===== src/rtl/rx_frame_pkg.sv =====
// Shared encodings for the receive-frame controller: FSM states, command bytes
// and the error codes reported alongside frame_err.
package rx_frame_pkg;

  localparam logic [2:0] ST_IDLE    = 3'd0;
  localparam logic [2:0] ST_CMD     = 3'd1;
  localparam logic [2:0] ST_LEN     = 3'd2;
  localparam logic [2:0] ST_PAYLOAD = 3'd3;
  localparam logic [2:0] ST_CSUM    = 3'd4;

  localparam logic [7:0] CMD_LOAD_A = 8'h01;
  localparam logic [7:0] CMD_LOAD_B = 8'h02;
  localparam logic [7:0] CMD_START  = 8'h03;

  localparam logic [2:0] ERR_TIMEOUT   = 3'd0;
  localparam logic [2:0] ERR_CMD       = 3'd1;
  localparam logic [2:0] ERR_LEN       = 3'd2;
  localparam logic [2:0] ERR_CSUM      = 3'd3;
  localparam logic [2:0] ERR_NOT_READY = 3'd4;

  function automatic logic is_load_cmd(input logic [7:0] cmd);
    return (cmd == CMD_LOAD_A) || (cmd == CMD_LOAD_B);
  endfunction

endpackage


===== src/rtl/rx_timeout_cnt.sv =====
// Inter-byte watchdog: counts byte-less cycles inside a frame and flags expiry
// on the cycle whose edge would bring the count to TIMEOUT-1.
module rx_timeout_cnt #(
  parameter int TIMEOUT = 64,
  parameter int CW      = $clog2(TIMEOUT)
) (
  input  logic clk_i,
  input  logic reset_i,
  input  logic clear_i,
  input  logic en_i,
  output logic expire_o
);

  localparam logic [CW-1:0] LAST = CW'(TIMEOUT - 2);

  logic [CW-1:0] cnt_q, cnt_d;

  // Saturates at LAST so a missed clear can never wrap into a false restart.
  always_comb begin
    cnt_d = cnt_q;
    if (clear_i || !en_i) begin
      cnt_d = '0;
    end else if (cnt_q != LAST) begin
      cnt_d = cnt_q + 1'b1;
    end
  end

  always_ff @(posedge clk_i) begin
    if (!reset_i) begin
      cnt_q <= '0;
    end else begin
      cnt_q <= cnt_d;
    end
  end

  assign expire_o = en_i && !clear_i && (cnt_q == LAST);

endmodule


===== src/rtl/rx_frame_ctrl.sv =====
// Frame parser between the serial byte receiver and the systolic array operand
// buffers: loads buffers A/B, issues compute start, reports coded errors.
module rx_frame_ctrl
  import rx_frame_pkg::*;
#(
  parameter int          MAX_LEN   = 16,
  parameter int          ADDR_W    = 4,
  parameter int          TIMEOUT   = 64,
  parameter logic [7:0]  SYNC_BYTE = 8'hA5
) (
  input  logic              rx_clk_i,
  input  logic              reset_i,
  input  logic              byte_valid_i,
  input  logic [7:0]        byte_in_i,
  input  logic              array_busy_i,
  output logic              wr_en_o,
  output logic              wr_sel_o,
  output logic [ADDR_W-1:0] wr_addr_o,
  output logic [7:0]        wr_data_o,
  output logic              start_o,
  output logic              frame_ok_o,
  output logic              frame_err_o,
  output logic [2:0]        err_code_o,
  output logic              busy_o
);

  localparam logic [7:0] MAX_LEN_B = 8'(MAX_LEN);

  logic [2:0]        state_q, state_d;
  logic [7:0]        cmd_q, cmd_d;
  logic [ADDR_W:0]   len_q, len_d;
  logic [ADDR_W:0]   idx_q, idx_d;
  logic [7:0]        csum_q, csum_d;
  logic              a_loaded_q, a_loaded_d;
  logic              b_loaded_q, b_loaded_d;
  logic              wr_en_q, wr_en_d;
  logic              wr_sel_q, wr_sel_d;
  logic [ADDR_W-1:0] wr_addr_q, wr_addr_d;
  logic [7:0]        wr_data_q, wr_data_d;
  logic              start_q, start_d;
  logic              frame_ok_q, frame_ok_d;
  logic              frame_err_q, frame_err_d;
  logic [2:0]        err_code_q, err_code_d;
  logic              len_bad;
  logic              in_idle;
  logic              expire;

  assign in_idle = (state_q == ST_IDLE);

  rx_timeout_cnt #(
    .TIMEOUT (TIMEOUT)
  ) u_timeout (
    .clk_i    (rx_clk_i),
    .reset_i  (reset_i),
    .clear_i  (byte_valid_i || in_idle),
    .en_i     (!in_idle),
    .expire_o (expire)
  );

  assign len_bad = is_load_cmd(cmd_q) ? ((byte_in_i == 8'd0) || (byte_in_i > MAX_LEN_B))
                                      : (byte_in_i != 8'd0);

  // A byte always takes priority over a watchdog expiry in the same cycle.
  always_comb begin
    state_d     = state_q;
    cmd_d       = cmd_q;
    len_d       = len_q;
    idx_d       = idx_q;
    csum_d      = csum_q;
    a_loaded_d  = a_loaded_q;
    b_loaded_d  = b_loaded_q;
    wr_en_d     = 1'b0;
    wr_sel_d    = wr_sel_q;
    wr_addr_d   = wr_addr_q;
    wr_data_d   = wr_data_q;
    start_d     = 1'b0;
    frame_ok_d  = 1'b0;
    frame_err_d = 1'b0;
    err_code_d  = err_code_q;

    if (byte_valid_i) begin
      case (state_q)
        ST_IDLE: begin
          if (byte_in_i == SYNC_BYTE) begin
            state_d = ST_CMD;
            csum_d  = '0;
            idx_d   = '0;
          end
        end
        ST_CMD: begin
          cmd_d  = byte_in_i;
          csum_d = csum_q ^ byte_in_i;
          if (byte_in_i == CMD_LOAD_A) begin
            a_loaded_d = 1'b0;
            state_d    = ST_LEN;
          end else if (byte_in_i == CMD_LOAD_B) begin
            b_loaded_d = 1'b0;
            state_d    = ST_LEN;
          end else if (byte_in_i == CMD_START) begin
            state_d = ST_LEN;
          end else begin
            frame_err_d = 1'b1;
            err_code_d  = ERR_CMD;
            state_d     = ST_IDLE;
          end
        end
        ST_LEN: begin
          csum_d = csum_q ^ byte_in_i;
          len_d  = byte_in_i[ADDR_W:0];
          idx_d  = '0;
          if (len_bad) begin
            frame_err_d = 1'b1;
            err_code_d  = ERR_LEN;
            state_d     = ST_IDLE;
          end else if (byte_in_i == 8'd0) begin
            state_d = ST_CSUM;
          end else begin
            state_d = ST_PAYLOAD;
          end
        end
        ST_PAYLOAD: begin
          csum_d    = csum_q ^ byte_in_i;
          wr_en_d   = 1'b1;
          wr_sel_d  = (cmd_q == CMD_LOAD_B);
          wr_addr_d = idx_q[ADDR_W-1:0];
          wr_data_d = byte_in_i;
          if (idx_q == len_q - 1'b1) begin
            state_d = ST_CSUM;
          end else begin
            idx_d = idx_q + 1'b1;
          end
        end
        ST_CSUM: begin
          state_d = ST_IDLE;
          if (csum_q != byte_in_i) begin
            frame_err_d = 1'b1;
            err_code_d  = ERR_CSUM;
          end else if (cmd_q == CMD_LOAD_A) begin
            frame_ok_d = 1'b1;
            a_loaded_d = 1'b1;
          end else if (cmd_q == CMD_LOAD_B) begin
            frame_ok_d = 1'b1;
            b_loaded_d = 1'b1;
          end else if (a_loaded_q && b_loaded_q && !array_busy_i) begin
            frame_ok_d = 1'b1;
            start_d    = 1'b1;
            a_loaded_d = 1'b0;
            b_loaded_d = 1'b0;
          end else begin
            frame_err_d = 1'b1;
            err_code_d  = ERR_NOT_READY;
          end
        end
        default: begin
          state_d = ST_IDLE;
        end
      endcase
    end else if (expire) begin
      frame_err_d = 1'b1;
      err_code_d  = ERR_TIMEOUT;
      state_d     = ST_IDLE;
    end
  end

  always_ff @(posedge rx_clk_i) begin
    if (!reset_i) begin
      state_q     <= ST_IDLE;
      cmd_q       <= '0;
      len_q       <= '0;
      idx_q       <= '0;
      csum_q      <= '0;
      a_loaded_q  <= 1'b0;
      b_loaded_q  <= 1'b0;
      wr_en_q     <= 1'b0;
      wr_sel_q    <= 1'b0;
      wr_addr_q   <= '0;
      wr_data_q   <= '0;
      start_q     <= 1'b0;
      frame_ok_q  <= 1'b0;
      frame_err_q <= 1'b0;
      err_code_q  <= '0;
    end else begin
      state_q     <= state_d;
      cmd_q       <= cmd_d;
      len_q       <= len_d;
      idx_q       <= idx_d;
      csum_q      <= csum_d;
      a_loaded_q  <= a_loaded_d;
      b_loaded_q  <= b_loaded_d;
      wr_en_q     <= wr_en_d;
      wr_sel_q    <= wr_sel_d;
      wr_addr_q   <= wr_addr_d;
      wr_data_q   <= wr_data_d;
      start_q     <= start_d;
      frame_ok_q  <= frame_ok_d;
      frame_err_q <= frame_err_d;
      err_code_q  <= err_code_d;
    end
  end

  assign wr_en_o     = wr_en_q;
  assign wr_sel_o    = wr_sel_q;
  assign wr_addr_o   = wr_addr_q;
  assign wr_data_o   = wr_data_q;
  assign start_o     = start_q;
  assign frame_ok_o  = frame_ok_q;
  assign frame_err_o = frame_err_q;
  assign err_code_o  = err_code_q;
  assign busy_o      = !in_idle;

endmodule


===== config.mk =====
export PLATFORM = sky130hd
export DESIGN_NAME = rx_frame_ctrl
export DESIGN_NICKNAME = d
export VERILOG_FILES = /design/src/rtl/rx_frame_pkg.sv /design/src/rtl/rx_timeout_cnt.sv /design/src/rtl/rx_frame_ctrl.sv
export SDC_FILE = /design/constraint.sdc
export NUM_CORES = 1
export LEC_CHECK = 0
export BUFFER_PORTS_ARGS = -buffer_cell sky130_fd_sc_hd__buf_2
export CORE_MARGIN = 5
export CORE_UTILIZATION = 45
export DETAILED_ROUTE_END_ITERATION = 16
export GPL_ROUTABILITY_DRIVEN = 0
export GPL_TIMING_DRIVEN = 0
export MAX_ROUTING_LAYER = met4
export PLACE_DENSITY = 0.72
export SYNTH_ARGS = -nofsm -noshare
export SYNTH_HDL_FRONTEND = slang
export SYNTH_HIERARCHICAL = 1
export SYNTH_SLANG_ARGS = --single-unit

===== constraint.sdc =====
create_clock -name rx_clk_i -period 2.9 [get_ports rx_clk_i]
set_input_delay 0.58 -clock rx_clk_i [delete_from_list [all_inputs] [get_ports rx_clk_i]]
set_output_delay 0.58 -clock rx_clk_i [all_outputs]
set_load 0.01 [all_outputs]

==> metrics.md, run 1 <==
| Metric | Value |
|---|---|
| Synth warn | `6` |
| Hold path start | `wr_data_o[0]$_SDFFE_PN0P_` |
| Hold crit path type | `flip-flop to flip-flop` |
| Clock transition at path regs | `60 ps` |
| Routed WL per cell | `15.1 um` |
| Pwr Density | `467 nW/um^2` |
| Avg Inst Size Synth | `8.33 sq um` |
| Clk sink count | `57` |
| Crit Path Class | `flip-flop to flip-flop` |
| Stages on the worst setup path | `9` |
| Critical Path AT | `2580 ps` |
| Max FO, Critical Path | `5` |
| Level count of the clock H-tree | `3` |
| Area contributors post-synth | `dfxtp_1, nand2_1, a21boi_0, xor2_1, mux2i_1` |
| Largest net degree at the start of global routing | `11` |
| Crit share post-route | `0.811` |
| DRT Pass-1 Iters | `4` |
| Max Cap Viol | `0` |
| Via-to-Cell Ratio | `5.54` |
| Status | `completed` |
| Peak VDD IR | `0.263 mV` |
| Final min period | `2350 ps` |
| TNS Setup | `0 ps` |
| Crit path max-delay family | `simple AND/OR/NAND/NOR gates` |
| Nets@finish | `408` |
| R2R depth | `9` |
| GR Overflow Total | `0` |
| Hpwl dp | `5210 um` |
| Io pins | `33` |
| Hold EP | `wr_data_o[0]$_SDFFE_PN0P_` |
| Setup Viol. Count Final | `0` |
| Synth area leader | `dfxtp_1` |
| Global routing met2 resource utilization | `0.305` |
| Static Leak | `1.26 nW` |
| Mapped Area | `2950 sq um` |
| Max-slew violations | `0` |
| Post-synth top area share | `0.387` |
| WP buf/inv | `1` |
| FF+latch area | `1140 sq um` |
| Tot GR Track Use | `0.190` |
| Iter 0 DRT Violations | `127` |
| Multi-input gate area | `1700 sq um` |
| Die X | `91.0 um` |
| Remaining DRCs | `0` |
| Vias in the first global route | `2588` |
| Resize count post-CTS | `0` |
| Setup ws final | `548 ps` |
| Synth async-reset ratio | `0` |
| Final hold violations | `0` |
| Max Root-Sink Buffers | `2` |
| Peak Freq | `425 MHz` |
| Hold buffer count at cts | `0` |
| N_diodes | `0` |
| WHS Path Cells | `2` |
| Post-synthesis net count | `370` |
| Row Count | `29` |
| Die footprint | `8280 sq um` |
| Cell Chain, Critical Path | `inv_1 -> ha_1 -> and3_1 -> nand2_1 -> nor3b_2 -> nor2_1 -> a221oi_1 -> mux2i_1 -> nor2b_1` |
| Critical-path top delay cell | `a221oi_1` |
| Crit-path max cell delay | `540 ps` |
| # port buffers | `27` |
| Core Box Area | `6350 sq um` |
| Setup Buffers After CTS | `0` |
| Fill cell count | `632` |
| M1 GR Usage | `0.230` |
| WL final | `7170 um` |
| Startpoint Class | `flip-flop` |
| CP required | `3130 ps` |
| Post-synthesis sequential area ratio | `0.387` |
| Worst-skew pair later-pin latency | `340 ps` |
| Crit. End Element | `flip-flop` |
| Layout cells sized above 1 | `0.123` |
| Setup WS pre-CTS | `300 ps` |
| Post-Synthesis Cells | `354` |
| Number of distinct library cells after synthesis | `52` |
| Reg-to-Reg End | `state_q[2]$_SDFFE_PN0P_` |
| DR vias | `2626` |
| Slew HR | `0.552` |
| Worst r2r src | `u_timeout/cnt_q[0]$_SDFFE_PP0P_` |
| Die extent in y | `91.0 um` |
| Root Buffer | `clkbuf_8` |
| Worst Tran Pin Value | `670 ps` |
| #FFs+latches synth | `57` |
| Top FF cell, synth | `dfxtp_1` |
| Post-synth EDFFs | `0` |
| Top Usage Layer GRT | `met2` |
| Initial antenna violation count | `0` |
| Layout Area Growth over Synthesis | `13.8%` |
| RSZ-0062 raised after global routing | `no` |
| M3 GR Usage | `0.0430` |
| Clock Skews | `9.06 ps` |
| TritonCTS clock tree | `built` |
| Setup slack, reg-to-reg | `550 ps` |
| Post-route ant nets | `0` |
| CTS buffer count | `9` |
| Initial Utilization | `0.465` |
| First-pass GRT wire length | `12400 um` |
| Commonest cells in the netlist | `dfxtp_1, nand2_1, a21boi_0` |
## how the worst max path moves through the flow
stage / from / to / slack, ps
floorplan: byte_in_i[0] / frame_err_o$_SDFF_PN0_ / 610
global route: state_q[2]$_SDFFE_PN0P_ / err_code_o[2]$_SDFFE_PN0P_ / 400
finish: u_timeout/cnt_q[0]$_SDFFE_PP0P_ / state_q[2]$_SDFFE_PN0P_ / 550
global placement: byte_in_i[4] / a_loaded_q$_SDFFE_PN0P_ / 350
CTS: u_timeout/cnt_q[0]$_SDFFE_PP0P_ / state_q[2]$_SDFFE_PN0P_ / 630
detailed placement: byte_in_i[4] / frame_err_o$_SDFF_PN0_ / 300
## final cells by class
class                      count  share of cell area
timing repair buffer          27              0.0403
tap                           77              0.0287
sequential                    57               0.340
buffer                        20              0.0250
clock buffer                  14              0.0485
clock inverter                 2             0.00373
inverter                       7             0.00783
multi-input combinational    270               0.506
## per-stage QoR
stage / area (sq um) / total power, mW / instances / hold slack [ps] / util
2_1_floorplan: 2950 / 0.888 / 354 / 438 / -
3_3_place_gp: 3180 / 0.924 / 458 / 450 / 0.501
3_5_place_dp: 3180 / 0.926 / 458 / 455 / 0.501
4_1_cts: 3360 / 1.58 / 474 / 463 / 0.529
5_1_grt: 3360 / 1.65 / 474 / 482 / 0.529
6_report: 3360 / 1.57 / 474 / 461 / 0.529
## layout by cell type (no fill, tap or decap), drive strengths merged, types with 2 or more instances in the layout
cell type,netlist,final
nand4,3,3
xnor2,5,5
a21oi,9,9
nor4,4,4
nor2b,13,13
dfxtp,57,57
nor3b,4,4
buf,2,29
or3,6,6
xor2,15,15
and2,6,6
ha,4,4
nor3,8,8
a31o,2,2
nand2,57,57
mux2i,10,10
nor4bb,2,2
o21ai,14,14
nor2,21,21
o22ai,2,2
nand2b,4,4
inv,7,7
o31a,2,2
a31oi,5,5
clkbuf,18,32
a21boi,31,31
nand3,10,10
nand3b,12,12
and3,5,5
## registers in the layout (all words and copies together), names as in the netlist, 3 cells and up
| signal | count |
|---|---|
| u_timeout/cnt_q | 6 |
| len_q | 5 |
| state_q | 3 |
| cmd_q | 8 |
| idx_q | 5 |
| err_code_o | 3 |
| wr_addr_o | 4 |
| csum_q | 8 |
| wr_data_o | 8 |
## power by group
| part | internal, mW | switching, mW | total (mW) |
|---|---|---|---|
| Combinational | 0.0409 | 0.0726 | 0.113 |
| Clock | 0.356 | 0.303 | 0.659 |
| Sequential | 0.790 | 0.00679 | 0.796 |
| Total | 1.19 | 0.382 | 1.57 |
## cells by family after synthesis
kind of cell | after synthesis | share of synthesized area
AND/OR/NAND/NOR | 158 | 0.281
AO/OA/AOI/OAI | 78 | 0.185
flip-flops | 57 | 0.387
buffers and inverters | 27 | 0.0373
XOR/XNOR | 20 | 0.0594
multiplexers | 10 | 0.0339
adder cells (fa/ha/maj) | 4 | 0.0170
## routing by layer
layer / vias to the layer above / wire, um
met2: 43 / 3450
met1: 1261 / 3350
met4: 0 / 97
li1: 1315 / -
met5: - / 0
met3: 7 / 273
## tightest hold or removal path, cell delays in order (launching register included)
cell      delay, ps
dfxtp_1         310
nand2_1          40
a21boi_0         60
(Power assumes the default switching activity.)
==> run 2: changes to the inputs <==
--- a/config.mk
+++ b/config.mk
@@ -5,6 +5,7 @@
 export SDC_FILE = /design/constraint.sdc
 export NUM_CORES = 1
 export LEC_CHECK = 0
+export ABC_AREA = 1
 export BUFFER_PORTS_ARGS = -buffer_cell sky130_fd_sc_hd__buf_2
 export CORE_MARGIN = 5
 export CORE_UTILIZATION = 45
==> constraint.sdc (replaced) <==
create_clock -name rx_clk_i -period 2.39 [get_ports rx_clk_i]
set_input_delay 0.478 -clock rx_clk_i [delete_from_list [all_inputs] [get_ports rx_clk_i]]
set_output_delay 0.478 -clock rx_clk_i [all_outputs]
set_load 0.01 [all_outputs]
==> metrics.md, run 2 <==
| Metric | Value |
|---|---|
| Clock Skews | `8.19 ps (-0.874 ps)` |
| First-pass GRT wire length | `12300 um (-0.83%)` |
| Worst Tran Pin Value | `537 ps (-134 ps)` |
| Largest net degree at the start of global routing | `11 (unchanged)` |
| Most frequent cells in the layout | `nand2_1, nor2_1, dfxtp_1` |
| Synth warn | `6 (unchanged)` |
| Row Count | `30 (+3.4%)` |
| Final hold violations | `0 (unchanged)` |
| Setup Viol. Count Final | `0 (unchanged)` |
| Final min period | `1850 ps (-503 ps)` |
| Dominant cell by count in the synthesized netlist | `nand2_1` |
| Peak Freq | `541 MHz (+27%)` |
| Setup ws final | `541 ps (-7.37 ps)` |
| Fin area | `3550 sq um (+5.6%)` |
| Tot GR Track Use | `0.185 (-0.00485)` |
| Nets@finish | `503 (+23%)` |
| Vias in the first global route | `2715 (+4.9%)` |
| CP required | `2660 ps (-470 ps)` |
| Critical-path top delay cell | `dfxtp_1` |
| Hpwl dp | `5200 um (about the same)` |
| Multi-input gate area | `1600 sq um (-5.8%)` |
| Crit Path Class | `flip-flop to flip-flop` |
| Via-to-Cell Ratio | `5.06 (-8.7%)` |
| Io pins | `33 (unchanged)` |
| Root Buffer | `clkbuf_8` |
| Post-DP Area | `3290 sq um (+3.4%)` |
| Fill cell count | `657 (+4.0%)` |
| Max-slew violations | `0 (unchanged)` |
| #FFs+latches synth | `57 (unchanged)` |
| Layout Area Growth over Synthesis | `17.1%` |
| Resize count post-CTS | `0 (unchanged)` |
| Synth area leader | `dfxtp_1` |
| Post-synthesis sequential area ratio | `0.377 (-0.0101)` |
| Layout cells sized above 1 | `0.177 (+0.0538)` |
| Post-synth EDFFs | `0 (unchanged)` |
| Static Leak | `1.65 nW (+31%)` |
| Top FF cell, synth | `dfxtp_1` |
| Routed WL per cell | `12.3 um (-19%)` |
| N_diodes | `0 (unchanged)` |
| Pwr Density | `679 nW/um^2 (+45%)` |
| Clock transition at path regs | `70 ps (about the same)` |
| Crit-path max cell delay | `390 ps (-150 ps)` |
| # port buffers | `32 (+19%)` |
| Post-Synthesis Cells | `444 (+25%)` |
| Worst-skew pair later-pin latency | `330 ps (about the same)` |
| Avg Inst Size Synth | `6.82 sq um (-18%)` |
| Crit share post-route | `0.774 (-0.0373)` |
| Area contributors post-synth | `dfxtp_1, nand2_1, a21oi_1, nor2_1, inv_1` |
| TritonCTS clock tree | `built` |
| Post-route ant nets | `0 (unchanged)` |
| Synth async-reset ratio | `0 (unchanged)` |
| Commonest cells in the netlist | `nand2_1, dfxtp_1, nor2_1` |
| Cell Chain, Critical Path | `inv_1 -> buf_6 -> nand2_2 -> nand2_1 -> nor3_1 -> nor2_1 -> a31oi_1 -> nand2_1 -> inv_2 -> nand2_1 -> nand2_1 -> nand2_1 -> nor2_1` |
| Die X | `92.0 um (+1.2%)` |
| FF+latch area | `1140 sq um (unchanged)` |
| Hold crit path type | `input port to flip-flop` |
| Remaining DRCs | `0 (unchanged)` |
| Commonest non-fill, non-tap cell in the layout | `nand2_1` |
| Die footprint | `8470 sq um (+2.4%)` |
| RSZ-0062 raised after global routing | `no` |
| Setup Buffers After CTS | `0 (unchanged)` |
| Hold buffer count at cts | `0 (unchanged)` |
| Top cell by count, worst path | `nand2_1` |
| Initial Utilization | `0.453 (-0.0113)` |
| WL final | `7020 um (-2.1%)` |
| Core Box Area | `6680 sq um (+5.2%)` |
| Post-synthesis net count | `460 (+24%)` |
| Pwr Total | `2.41 mW (+54%)` |
| Number of distinct library cells after synthesis | `32 (-38%)` |
| CTS buffer count | `9 (unchanged)` |
| Startpoint Class | `flip-flop` |
| Crit. End Element | `flip-flop` |
| Iter 0 DRT Violations | `168 (+32%)` |
| Slew HR | `0.642 (+0.0907)` |
| Status | `completed` |
| TNS Setup | `0 ps (unchanged)` |
| Max Root-Sink Buffers | `2 (unchanged)` |
| GR Overflow Total | `0 (unchanged)` |
| Peak VDD IR | `0.298 mV (+13%)` |
| DR vias | `2888 (+10%)` |
| Die extent in y | `92.0 um (+1.2%)` |
| DRT Pass-1 Iters | `4 (unchanged)` |
| Critical Path AT | `2120 ps (-460 ps)` |
| Post-synth top area share | `0.377 (-0.0101)` |
| Max FO, Critical Path | `10 (+5)` |
| Clk sink count | `57 (unchanged)` |
| Initial antenna violation count | `0 (unchanged)` |
| Mapped Area | `3030 sq um (+2.7%)` |
| Setup WS pre-CTS | `445 ps (+145 ps)` |
| Level count of the clock H-tree | `3 (unchanged)` |
| Max Cap Viol | `0 (unchanged)` |
==> run 2: cell count changes in the layout (fill, tap and decap cells not counted), moves of 16 or more <==
cell	previous run	this run
nand3_1	9	27
nand2_1	57	103
clkbuf_1	21	5
nor2_1	21	57
inv_1	7	45
a21boi_0	23	0
a21oi_1	8	44
==> run 2: cells by family after synthesis <==
| logic type | count (synthesis) | synth area share |
|---|---|---|
| and+or+nand+nor | 224 | 0.345 |
| AOI/OAI and AO/OA | 79 | 0.135 |
| buffers and inverters | 69 | 0.0950 |
| DFF | 57 | 0.377 |
| xor gates and xnor gates | 11 | 0.0318 |
| adders and majority gates | 4 | 0.0165 |
==> run 2: per-layer routing <==
metal / wire (um) / GRT usage / share of wire
met4: 162 / 0.0866 / 0.023
met1: 3510 / 0.244 / 0.50
met3: 311 / 0.0328 / 0.044
met5: 0 / - / 0
met2: 3040 / 0.275 / 0.43
==> run 2: final cells by class <==
type	count	area share
clock buffer	10	0.0360
tap	80	0.0282
sequential	57	0.322
clock inverter	5	0.0363
timing repair buffer	32	0.0452
inverter	58	0.0618
buffer	11	0.0194
multi-input combinational	318	0.451
==> run 2: path summary, 6_finish.rpt <==
| check | end | slack [ps] | depth (start not counted) | startpoint |
|---|---|---|---|---|
| max | err_code_o[2]$_SDFFE_PN0P_ | 540 | 13 | state_q[2]$_SDFFE_PN0P_ |
| min | start_o$_SDFF_PP0_ | 440 | 4 | array_busy_i |
| max reg2reg | err_code_o[2]$_SDFFE_PN0P_ | 540 | 13 | state_q[2]$_SDFFE_PN0P_ |
| min reg2reg | b_loaded_q$_SDFFE_PN0P_ | 460 | 2 | b_loaded_q$_SDFFE_PN0P_ |
==> run 2: critical path, delay by kind of cell (launching register included) <==
| kind | cells | cell delay (ps) |
|---|---|---|
| AOI/OAI and AO/OA | 1 | 160 |
| buffers and inverters | 3 | 370 |
| DFF | 1 | 390 |
| and+or+nand+nor | 9 | 840 |
==> run 2: through the flow <==
step,hold slack (ps),util,instances
3_3_place_gp,457,0.492,556
2_1_floorplan,439,-,444
5_1_grt,447,0.531,571
3_5_place_dp,460,0.492,556
4_1_cts,418,0.531,571
6_report,438,0.531,571
==> run 2: power by group <==
group | switching, mW | total (mW) | internal (mW)
Sequential | 0.0140 | 0.986 | 0.972
Combinational | 0.173 | 0.250 | 0.0765
Clock | 0.378 | 1.17 | 0.794
==> run 3: changes to the inputs <==
==> constraint.sdc (replaced) <==
create_clock -name rx_clk_i -period 1.8 [get_ports rx_clk_i]
set_input_delay 0.36 -clock rx_clk_i [delete_from_list [all_inputs] [get_ports rx_clk_i]]
set_output_delay 0.36 -clock rx_clk_i [all_outputs]
set_load 0.01 [all_outputs]
==> metrics.md, run 3 (synthesis gave the netlist of run 2 again) <==
| Metric | Value |
|---|---|
| Fill cell count | `640 (-2.6%)` |
| Initial Utilization | `0.453 (unchanged)` |
| Pwr Total | `3.21 mW (+33%)` |
| Largest net degree at the start of global routing | `11 (unchanged)` |
| Fin area | `3640 sq um (+2.7%)` |
| Global routing met2 resource utilization | `0.274 (-0.000608)` |
| Hold crit path type | `input port to flip-flop` |
| Fin util | `0.545 (+0.0142)` |
| Register share of total power | `0.407 (-0.002)` |
| Iter 0 DRT Violations | `176 (+4.8%)` |
| Critical Path AT | `1980 ps (-140 ps)` |
| Setup Viol. Count Final | `0 (unchanged)` |
| GR Overflow Total | `0 (unchanged)` |
| Psw | `0.760 mW (+34%)` |
| Slew HR | `0.632 (-0.0105)` |
| Peak VDD IR | `0.406 mV (+36%)` |
| First-pass GRT wire length | `12300 um (unchanged)` |
| Most frequent cells in the layout | `nand2_1, nor2_1, dfxtp_1` |
| Crit Path Class | `flip-flop to flip-flop` |
| Crit. End Element | `flip-flop` |
| Remaining DRCs | `0 (unchanged)` |
| Layout Area Growth over Synthesis | `20.2%` |
| Worst Tran Pin Value | `552 ps (+15.8 ps)` |
| Pwr Density | `883 nW/um^2 (+30%)` |
| Worst-skew pair later-pin latency | `340 ps (about the same)` |
| Max Cap Viol | `0 (unchanged)` |
| RSZ-0062 raised after global routing | `yes` |
| Root Buffer | `clkbuf_8` |
| Post-DP Area | `3290 sq um (unchanged)` |
| Multi-input gate area | `1650 sq um (+3.0%)` |
| Crit share post-route | `0.946 (+0.172)` |
| Max FO, Critical Path | `6 (-4)` |
| Initial antenna violation count | `0 (unchanged)` |
| Combinational power share | `0.107 (+0.003)` |
| CP required | `2070 ps (-590 ps)` |
| Clock transition at path regs | `70 ps (about the same)` |
| TNS Setup | `0 ps (unchanged)` |
| Clock power share | `0.485 (-0.002)` |
| Layout cells sized above 1 | `0.216 (+0.0385)` |
| Die extent in y | `92.0 um (unchanged)` |
| Peak Freq | `587 MHz (+8.6%)` |
| Post-route ant nets | `0 (unchanged)` |
| Hpwl dp | `5200 um (unchanged)` |
| Final hold violations | `0 (unchanged)` |
| Routed WL per cell | `12.6 um (+2.7%)` |
| Die X | `92.0 um (unchanged)` |
| Core Box Area | `6680 sq um (unchanged)` |
| Top Usage Layer GRT | `met2` |
| WL final | `7270 um (+3.6%)` |
| FF+latch area | `1150 sq um (+0.88%)` |
| Vias in the first global route | `2713 (-0.074%)` |
| M3 GR Usage | `0.0328 (unchanged)` |
| Max Root-Sink Buffers | `2 (unchanged)` |
| Startpoint Class | `flip-flop` |
| Die footprint | `8470 sq um (unchanged)` |
| Clock Skews | `8.50 ps (+0.310 ps)` |
| DRT Pass-1 Iters | `4 (unchanged)` |
| N_diodes | `0 (unchanged)` |
| DR vias | `2960 (+2.5%)` |
| Setup ws final | `97.6 ps (-443 ps)` |
| CTS buffer count | `9 (unchanged)` |
| Level count of the clock H-tree | `3 (unchanged)` |
| TritonCTS clock tree | `built` |
| Final min period | `1700 ps (-147 ps)` |
| M1 GR Usage | `0.244 (+0.000502)` |
| Clk sink count | `57 (unchanged)` |
| Via-to-Cell Ratio | `5.14 (+1.6%)` |
| # port buffers | `32 (unchanged)` |
| P_int | `2.45 mW (+33%)` |
| Max-slew violations | `0 (unchanged)` |
| Setup WS pre-CTS | `-26.8 ps (-472 ps)` |
| Tot GR Track Use | `0.185 (unchanged)` |
| Row Count | `30 (unchanged)` |
| Hold buffer count at cts | `0 (unchanged)` |
| Net Sw Frac | `0.236 (+0.00173)` |
| Io pins | `33 (unchanged)` |
| Commonest non-fill, non-tap cell in the layout | `nand2_1` |
| Static Leak | `1.68 nW (+1.8%)` |
| Status | `completed` |
| Nets@finish | `508 (+0.99%)` |
## run 3: changes by cell type in the layout (fill, tap and decap cells not counted), moves of 2 or more
cell     change
dfxtp_1      -6
buf_4        +5
dfxtp_2      +5
nor2_1       -4
nor2_2       +4
inv_1        -2
inv_2        +2
nand2_4      +2
## run 3: metal layers
metal  vias up  part of all wire
li1       1517                 -
met1      1337              0.49
met2        92              0.44
met3        14             0.053
met4         0             0.024
met5         -                 0
## run 3: what timing repair did
| item | CTS | global route |
|---|---|---|
| setup buffers | 0 | 5 |
| setup endpoints to repair | 1 | 12 |
| gates resized for setup | 1 | 19 |
| pin swaps | 0 | 11 |
| gates cloned | 0 | 0 |
## run 3: power groups by stage
stage / registers [mW] / clock network [mW] / logic, mW
after floorplan: 1.34 / 0 / 0.234
after global placement: 1.34 / 0 / 0.324
after detailed placement: 1.34 / 0 / 0.329
after CTS: 1.31 / 1.58 / 0.330
after global routing: 1.31 / 1.64 / 0.388
final: 1.31 / 1.56 / 0.345
## run 3: final cells by class
| type | count | share of cell area |
|---|---|---|
| timing repair buffer | 37 | 0.0543 |
| multi-input combinational | 318 | 0.453 |
| buffer | 11 | 0.0189 |
| sequential | 57 | 0.316 |
| clock buffer | 10 | 0.0351 |
| tap | 80 | 0.0275 |
| clock inverter | 5 | 0.0354 |
| inverter | 58 | 0.0601 |
## run 3: worst paths after layout
kind / endpoint / from / cells after the start / slack (ps)
setup / recovery: err_code_o[2]$_SDFFE_PN0P_ / u_timeout/cnt_q[0]$_SDFFE_PP0P_ / 14 / 100
hold / removal: start_o$_SDFF_PP0_ / array_busy_i / 4 / 320
setup reg to reg: err_code_o[2]$_SDFFE_PN0P_ / u_timeout/cnt_q[0]$_SDFFE_PP0P_ / 14 / 100
hold reg to reg: b_loaded_q$_SDFFE_PN0P_ / b_loaded_q$_SDFFE_PN0P_ / 2 / 460
## run 3: worst max-delay path, stage by stage, from the launching register on
cell and delay [ps]:
dfxtp_2 340, inv_2 80, ha_4 120, inv_2 40, nor2_4 90, nand2_4 70, nor3_2 170, nor2_1 90
a31oi_1 160, nand2_1 80, inv_2 110, nand2_2 80, nand2_1 70, nand2_1 40, nor2_1 100
## run 3: stage by stage
stage	instances	hold WS (ps)
after global routing	576	329
after detailed placement	556	460
after CTS	571	300
final	576	317
after global placement	556	457
after floorplan	444	439
